===== src/rtl/aes_pkg.sv =====
// Shared AES constants and the occupancy encoding used by the
// inverse-cipher pipeline stages.
package aes_pkg;

    localparam int unsigned AES_NR      = 10;
    localparam int unsigned AES_STATE_W = 128;
    localparam int unsigned AES_ROUND_W = 4;

    typedef enum logic [1:0] {
        OccEmpty = 2'd0,
        OccOne   = 2'd1,
        OccFull  = 2'd2
    } occ_e;

endpackage


===== src/rtl/ark_skid_buf.sv =====
// Two-entry elastic buffer (output register plus skid register) with a
// registered in_ready, so upstream never sees a combinational path from out_ready.
module ark_skid_buf
    import aes_pkg::*;
#(
    parameter int unsigned WIDTH = 8
) (
    input  logic             clk,
    input  logic             rst,
    input  logic             in_valid,
    output logic             in_ready,
    input  logic [WIDTH-1:0] in_data,
    output logic             out_valid,
    input  logic             out_ready,
    output logic [WIDTH-1:0] out_data
);

    occ_e             occ_q, occ_d;
    logic [WIDTH-1:0] out_q, out_d;
    logic [WIDTH-1:0] skid_q, skid_d;
    logic             in_ready_q;
    logic             accept;
    logic             drain;

    assign in_ready  = in_ready_q;
    assign out_valid = (occ_q != OccEmpty);
    assign out_data  = out_q;
    assign accept    = in_valid & in_ready_q;
    assign drain     = out_valid & out_ready;

    always_comb begin
        occ_d  = occ_q;
        out_d  = out_q;
        skid_d = skid_q;
        case (occ_q)
            OccEmpty: begin
                if (accept) begin
                    occ_d = OccOne;
                    out_d = in_data;
                end
            end
            OccOne: begin
                if (accept && drain) begin
                    out_d = in_data;
                end else if (accept) begin
                    occ_d  = OccFull;
                    skid_d = in_data;
                end else if (drain) begin
                    occ_d = OccEmpty;
                end
            end
            OccFull: begin
                // in_ready is low here, so only a drain can happen
                if (drain) begin
                    occ_d = OccOne;
                    out_d = skid_q;
                end
            end
            default: occ_d = OccEmpty;
        endcase
    end

    always_ff @(posedge clk) begin
        if (rst) begin
            occ_q      <= OccEmpty;
            out_q      <= '0;
            skid_q     <= '0;
            in_ready_q <= 1'b1;
        end else begin
            occ_q      <= occ_d;
            out_q      <= out_d;
            skid_q     <= skid_d;
            in_ready_q <= (occ_d != OccFull);
        end
    end

endmodule


===== src/rtl/inv_addroundkey_stage.sv =====
// Inverse-cipher AddRoundKey stage: XORs the state with a stored round key.
// Define ARK_KEYREAD_EN to add a registered key-store read port.
module inv_addroundkey_stage
    import aes_pkg::*;
#(
    parameter int unsigned NR = AES_NR
) (
    input  logic                   clk,
    input  logic                   rst,
    input  logic                   key_we,
    input  logic [AES_ROUND_W-1:0] key_waddr,
    input  logic [AES_STATE_W-1:0] key_wdata,
    input  logic                   in_valid,
    output logic                   in_ready,
    input  logic [AES_STATE_W-1:0] in_state,
    input  logic [AES_ROUND_W-1:0] in_round,
    output logic                   out_valid,
    input  logic                   out_ready,
    output logic [AES_STATE_W-1:0] out_state,
    output logic [AES_ROUND_W-1:0] out_round,
    output logic                   out_last,
`ifdef ARK_KEYREAD_EN
    input  logic [AES_ROUND_W-1:0] key_raddr,
    output logic [AES_STATE_W-1:0] key_rdata,
`endif
    output logic                   err_round
);

    localparam int unsigned            PAY_W  = AES_STATE_W + AES_ROUND_W + 1;
    localparam logic [AES_ROUND_W-1:0] NR_IDX = AES_ROUND_W'(NR);

    logic [AES_STATE_W-1:0] keys_q [NR+1];
    logic [AES_STATE_W-1:0] rd_key;
    logic [PAY_W-1:0]       in_payload;
    logic [PAY_W-1:0]       out_payload;
    logic                   err_q;

    // Out-of-range rounds fall through to the all-zero default key
    always_comb begin
        rd_key = '0;
        for (int unsigned i = 0; i <= NR; i++) begin
            if (in_round == AES_ROUND_W'(i)) begin
                rd_key = keys_q[i];
            end
        end
    end

    // Writes land at the edge, so a coincident acceptance still sees the old key
    always_ff @(posedge clk) begin
        if (rst) begin
            for (int unsigned i = 0; i <= NR; i++) begin
                keys_q[i] <= '0;
            end
        end else if (key_we) begin
            for (int unsigned i = 0; i <= NR; i++) begin
                if (key_waddr == AES_ROUND_W'(i)) begin
                    keys_q[i] <= key_wdata;
                end
            end
        end
    end

    always_ff @(posedge clk) begin
        if (rst) begin
            err_q <= 1'b0;
        end else if (in_valid && in_ready && (in_round > NR_IDX)) begin
            err_q <= 1'b1;
        end
    end

    assign err_round  = err_q;
    assign in_payload = {in_state ^ rd_key, in_round, (in_round == '0)};

    ark_skid_buf #(
        .WIDTH(PAY_W)
    ) u_buf (
        .clk      (clk),
        .rst      (rst),
        .in_valid (in_valid),
        .in_ready (in_ready),
        .in_data  (in_payload),
        .out_valid(out_valid),
        .out_ready(out_ready),
        .out_data (out_payload)
    );

    assign {out_state, out_round, out_last} = out_payload;

`ifdef ARK_KEYREAD_EN
    logic [AES_STATE_W-1:0] rd_sel;

    always_comb begin
        rd_sel = '0;
        for (int unsigned i = 0; i <= NR; i++) begin
            if (key_raddr == AES_ROUND_W'(i)) begin
                rd_sel = keys_q[i];
            end
        end
    end

    always_ff @(posedge clk) begin
        if (rst) begin
            key_rdata <= '0;
        end else begin
            key_rdata <= rd_sel;
        end
    end
`endif

endmodule


===== config.mk =====
export PLATFORM = sky130hd
export DESIGN_NAME = inv_addroundkey_stage
export DESIGN_NICKNAME = d
export VERILOG_FILES = /design/src/rtl/aes_pkg.sv /design/src/rtl/ark_skid_buf.sv /design/src/rtl/inv_addroundkey_stage.sv
export SDC_FILE = /design/constraint.sdc
export NUM_CORES = 2
export LEC_CHECK = 0
export BUFFER_PORTS_ARGS = -buffer_cell sky130_fd_sc_hd__buf_2
export CAP_MARGIN = 20
export CORE_MARGIN = 10
export CORE_UTILIZATION = 40
export DETAILED_ROUTE_END_ITERATION = 8
export PLACE_DENSITY = 0.59
export SYNTH_ARGS = -nofsm -noshare
export SYNTH_HDL_FRONTEND = slang
export SYNTH_SLANG_ARGS = --single-unit

===== constraint.sdc =====
create_clock -name clk -period 5 [get_ports clk]
set_input_delay 0.5 -clock clk [delete_from_list [all_inputs] [get_ports clk]]
set_output_delay 0.5 -clock clk [all_outputs]
set_load 0.01 [all_outputs]

# Word-level counts from Yosys, hierarchy flattened
# Memory sizes are Yosys's and may differ from the RTL's.
# Index checks and enable logic that the tools add are counted.
# W data, S select, Z words.
[word_totals] memories=1 ramBits=1408 elab_cells=136 rom_bits=0 out_inout_bits=136 register_bits=270 latchBits=0
[classes] mul=0 bitwise_logic=15 reduce_logical=10 n_addsub=0 n_div=0 n_shift=0 muxes=78 eq_ne=26 magnitude_cmp=1
[memory_table] name="keys_q" words=11 width=128 rd=11 rd_ports_with_merged_regs=0 write_ports=11 line_no="inv_addroundkey_stage.sv:32" source="logic [AES_STATE_W-1:0] keys_q [NR+1];"
[ops] op="$mux W128" count=22
[ops] op="$mux W133" count=3
[ops] op="$pmux W133 S3" count=1
[ops] op="$xor A128 B128 Y128" count=1
[ops] op="$mux W1" count=46
[ops] op="$eq A4 B3 Y1 const B" count=8
[ops] op="$eq A4 B4 Y1 const B" count=6
[ops] op="$eq A4 B2 Y1 const B" count=4
[ops] op="$or A1 B1 Y1" count=11
[ops] op="$mux W2" count=5
[ops] op="$eq A4 B1 Y1 const B" count=2
[ops] op="$logic_not A4 Y1" count=2
[ops] op="$ne A2 B1 Y1 const B" count=3
[ops] op="$pmux W2 S3" count=1
[ops] op="$gt A4 B4 Y1 const B" count=1
[ops] op="$reduce_and A4 Y1" count=1
[ops] op="$logic_and A1 B1 Y1" count=3
[ops] op="$reduce_and A3 Y1" count=1
[ops] op="$reduce_bool A3 Y1" count=1
[ops] op="$and A1 B1 Y1" count=2
[ops] op="$eq A2 B1 Y1 const B" count=1
[ops] op="$eq A2 B2 Y1 const B" count=1
[ops] op="$logic_not A2 Y1" count=1
[ops] op="$ne A2 B2 Y1 const B" count=1
[ops] op="2 further kinds" count=2

# Logic depth before layout (Yosys ltp)
[depth] depth_word=15 mapped_depth=12 depth_no_buf=6

# Modules after synthesis
# A second synthesis with hierarchy kept.
[unflattened] hier_cells=6578 area_unflattened_um2=74198.7
[modules_own_cells] module="inv_addroundkey_stage" seq_area_each_um2=42300.6 n_inst=1 area_each_um2=63676.1 cells_per_inst=5390
[modules_own_cells] module="ark_skid_buf" seq_area_each_um2=5385.2 n_inst=1 area_each_um2=10522.6 cells_per_inst=1188

# Worst setup path before layout
# No wires, ideal clock.
[synth_timing] kind="in2reg" startpoint="input port rst" endpoint="memory keys_q[0][0], enable pin" t_required_ns=4.490 arrival_ns=4.629 path_stages=5 setup_slack_ns=-0.139 cell_sequence="clkbuf_1 > clkbuf_1 > clkbuf_1 > clkbuf_1 > nand2b_1"
[synth_lines] item="from (decl)" line_no="inv_addroundkey_stage.sv:9" source="input logic rst,"
[synth_lines] item="to (decl)" line_no="inv_addroundkey_stage.sv:32"

# Worst setup path after layout
[layout_timing] startpoint="input port in_round[2]" endpoint="register u_buf.out_q[24] (netlist: u_buf.out_data[24])"
[layout_between] elab_chain_cells=15
[layout_lines] item="from (decl)" line_no="inv_addroundkey_stage.sv:16" source="input logic [AES_ROUND_W-1:0] in_round,"
[layout_lines] item="$logic_not A4 Y1" line_no="inv_addroundkey_stage.sv:42" source="if (in_round == AES_ROUND_W'(i)) begin"
[layout_lines] item="$mux W128 (10 in a row)" line_no="inv_addroundkey_stage.sv:42"
[layout_lines] item="$mux W128 *" line_no="inv_addroundkey_stage.sv:42"
[layout_lines] item="$xor A128 B128 Y128 *" line_no="inv_addroundkey_stage.sv:72" source="assign in_payload = {in_state ^ rd_key, in_round, (in_round == '0)};"
[layout_lines] item="$mux W133 (on tied branches)" line_no="ark_skid_buf.sv:43, ark_skid_buf.sv:37"
[layout_lines] item="$pmux W133 S3 *" line_no="ark_skid_buf.sv:35" source="case (occ_q)"
[layout_lines] item="to (signal assigned)" line_no="ark_skid_buf.sv:71" source="out_q <= out_d;"
[layout_lines] item="to (decl)" line_no="ark_skid_buf.sv:19" source="logic [WIDTH-1:0] out_q, out_d;"
# Mark *: on every way between the ends. The rest lies on a longest branch, timed or not. The select of a mux whose other input is x is not followed.
# A chain may end at the register's enable or synchronous reset.

==> impl_metrics.env <==
export IMPL_final_cell_mix="1,521 x nor2_1, 1,408 x edfxtp_1, 400 x buf_2"
export IMPL_irDropWorstVdd_v=0.000318
export IMPL_ant_nets=0
export IMPL_clk_latency_ps=860
export IMPL_status="finished clean"
export IMPL_min_period_ps=3270
export IMPL_vias_per_cell=6.00
export IMPL_tns_ps=0
export IMPL_h_tree_depth=4
export IMPL_met3_usage_pct=5.04
export IMPL_ios=405
export IMPL_fin_skew_ps=58.1
export IMPL_hold_path_class="in -> reg"
export IMPL_gr_total_overflow=0
export IMPL_antenna_found_initial=22
export IMPL_die_height_um=458
export IMPL_pre_cts_slack_ps=920
export IMPL_worst_r2r_path_depth=6
export IMPL_cts_buffers=181
export IMPL_worst_slew_pin_slew_ps=1170
export IMPL_met1_usage_pct=35.0
export IMPL_finalHoldViolCount=0
export IMPL_synth_area_mm2=0.0766
export IMPL_multi_input_area_mm2=0.0257
export IMPL_post_cts_resized=0
export IMPL_grt_pass1_vias=56200
export IMPL_grt_usage_pct=25.4
export IMPL_nFillCells=17300
export IMPL_cts_tree="built"
export IMPL_grt_max_degree=129
export IMPL_grt_pass1_wl_um=397000
export IMPL_synthCells=6741
export IMPL_io_buffers=404
export IMPL_rsz0062_at_grt="false"
export IMPL_synth_yosys_warnings=0
export IMPL_crit_arrival_ps=4020
export IMPL_cts_buffer_depth=3
export IMPL_r2r_start="u_buf.occ_q[0]"
export IMPL_routed_wl_um=276000
export IMPL_drive_above_1_share_pct=13.8
export IMPL_slew_limit_headroom_pct=21.9
export IMPL_path_cells="buf_8, nand2b_4, o21ai_4, buf_4, o21ai_0, a221oi_1, nand3_1, a311oi_1"
export IMPL_critPathKind="in -> reg"
export IMPL_fin_ws_ps=1730
export IMPL_synth_ff_type="edfxtp_1"
export IMPL_cts_root_buffer="clkbuf_16"
export IMPL_r2r_slack_ps=2110
export IMPL_hpwlAfterDp_um=156000
export IMPL_hold_path_end="u_buf.out_data[17]"
export IMPL_syn_nets=7010
export IMPL_synth_edf_count=1408
export IMPL_place_congestion=0.808
export IMPL_start_kind="primary input"
export IMPL_layout_commonest_cell="nor2_1"
export IMPL_critPathMaxStageDelay_ps=990
export IMPL_synthArstFlopShare_pct=0
export IMPL_postSynthAreaPerCell_um2=11.4
export IMPL_drt_pass1_iterations=6
export IMPL_report_final_slew_viol_count=0
export IMPL_rows=160
export IMPL_yosysUniqueCellTypes=75
export IMPL_leakage_uw=0.0313
export IMPL_area_growth_pct=14.7
export IMPL_max_freq_mhz=306
export IMPL_clock_sinks=1678
export IMPL_use_met2_pct=39.5
export IMPL_critPathRequiredTime_ps=5750
export IMPL_cap_violations=0
export IMPL_final_core_util_pct=46.2
export IMPL_fp_coreArea_mm2=0.190
export IMPL_yosys_register_bits=1678
export IMPL_cts_clk_slew_worst_paths_ps=60
export IMPL_grt_busiest_layer="met2"
export IMPL_period_share_pct=65.4
export IMPL_hold_start="in_state[12]"
export IMPL_crit_path_top_delay_cell="o21ai_4"
export IMPL_die_w_um=458
export IMPL_setup_violations=0
export IMPL_powerDensity_mw_per_mm2=377
export IMPL_wl_per_cell_um=28.8
export IMPL_vias=57500
export IMPL_first_iter_violations=6775
export IMPL_dieArea_mm2=0.209
export IMPL_timing_rr_end="u_buf.out_data[49]"
export IMPL_cp_max_fo=53
export IMPL_drcViolationCount=0
export IMPL_seq_area_frac_synth_pct=62.3
export IMPL_start_util_pct=40.3
export IMPL_seq_area_mm2=0.0477
export IMPL_holdPathStages=3
export IMPL_worstSetupEndpointType="flop"
export IMPL_nNetsFinal=7189
## how the worst max path moves through the flow
stage	slack [ps]	endpoint	startpoint	cells past startpoint
after CTS	1840	u_buf.out_data[49]	in_round[2]	8
after floorplan	130	keys_q[10][0]	rst	6
after detailed placement	920	u_buf.out_data[24]	in_round[2]	8
after global routing	1570	u_buf.out_data[24]	in_round[2]	8
after global placement	530	u_buf.out_data[32]	in_round[1]	8
final	1730	u_buf.out_data[24]	in_round[2]	8
## metrics by stage
step	area (um2)	instances	power, uW	hold WS [ps]
2_1_floorplan	76600	6741	18700	417
5_1_grt	87900	9588	34100	54.7
6_report	87900	9590	33100	59.1
3_3_place_gp	80900	9122	20100	431
3_5_place_dp	80900	9125	20200	439
4_1_cts	87800	9584	33200	4.55
## power by group
| group | total (uW) | leakage (uW) | internal, uW | switching [uW] |
|---|---|---|---|---|
| combinational | 3700 | 0.0128 | 1210 | 2490 |
| clock | 13100 | 0.00281 | 7270 | 5780 |
| sequential | 16400 | 0.0157 | 16000 | 329 |
| total | 33100 | 0.0313 | 24500 | 8590 |
## cell families (layout without fill, tap and decap cells)
logic type                after synthesis  after routing  share of synthesized area [%]
DFF                                  1678           1678                           62.3
and+or+nand+nor                      2344           2344                           13.9
AOI/OAI and AO/OA                    1457           1457                           13.5
muxes                                 329            329                           4.40
other                                   0              5                              0
xor gates and xnor gates              110            110                           1.26
buffers and inverters                 823           1156                           4.63
## routing by layer
layer	part of all wire, %	vias to the layer above	wire (um)
met5	0.052	-	143
met4	3.7	24	10200
met3	10	525	28200
met2	45	3182	124000
met1	41	28900	113000
li1	-	24900	-
## synth_stat cells (all sizes together) (24+ instances only)
cell	instances	area share [%]
a211oi	75	0.74
a21oi	311	2.0
a221o	72	0.94
a221oi	81	1.5
a22o	72	0.82
a22oi	109	1.1
a2bb2oi	42	0.48
a311oi	105	1.2
buf	198	1.6
clkbuf	488	2.4
dfxtp	270	7.1
edfxtp	1408	55
inv	137	0.67
mux2	30	0.44
mux2i	296	3.9
nand2	142	0.70
nand2b	215	1.8
nand3	94	0.61
nand3b	174	1.7
nor2	1527	7.5
nor2b	34	0.28
nor3	28	0.18
o21a	24	0.24
o21ai	288	1.9
o22ai	139	1.1
o31ai	24	0.24
or3	67	0.55
xnor2	31	0.35
xor2	79	0.90
## cell type report
cell class	instances	share of cell area, %
inverter	137	0.591
clock buffer	262	5.80
clock inverter	75	0.678
sequential	1678	54.3
multi-input combinational	4240	29.2
tap	2511	3.57
timing repair buffer	682	5.88
antenna	5	0.0142
## registers in the layout (all words and copies together) (netlist names)
| name | count |
|---|---|
| keys_q | 1408 |
| u_buf.out_data | 133 |
| u_buf.skid_q | 133 |
| u_buf.occ_q | 2 |
| err_round | 1 |
| u_buf.in_ready | 1 |
## what timing repair did
| action | in CTS | in global routing |
|---|---|---|
| setup buffers | 0 | 0 |
| hold buffers | 122 | 0 |
| hold endpoints to repair | 218 | 0 |
## worst max-delay path: cells and delay by family
family | cells | cell delay (ps)
buffers and inverters | 2 | 810
AND/OR/NAND/NOR | 2 | 660
AO/OA/AOI/OAI | 4 | 1900
Note: power is estimated with default switching activity, not from simulation.
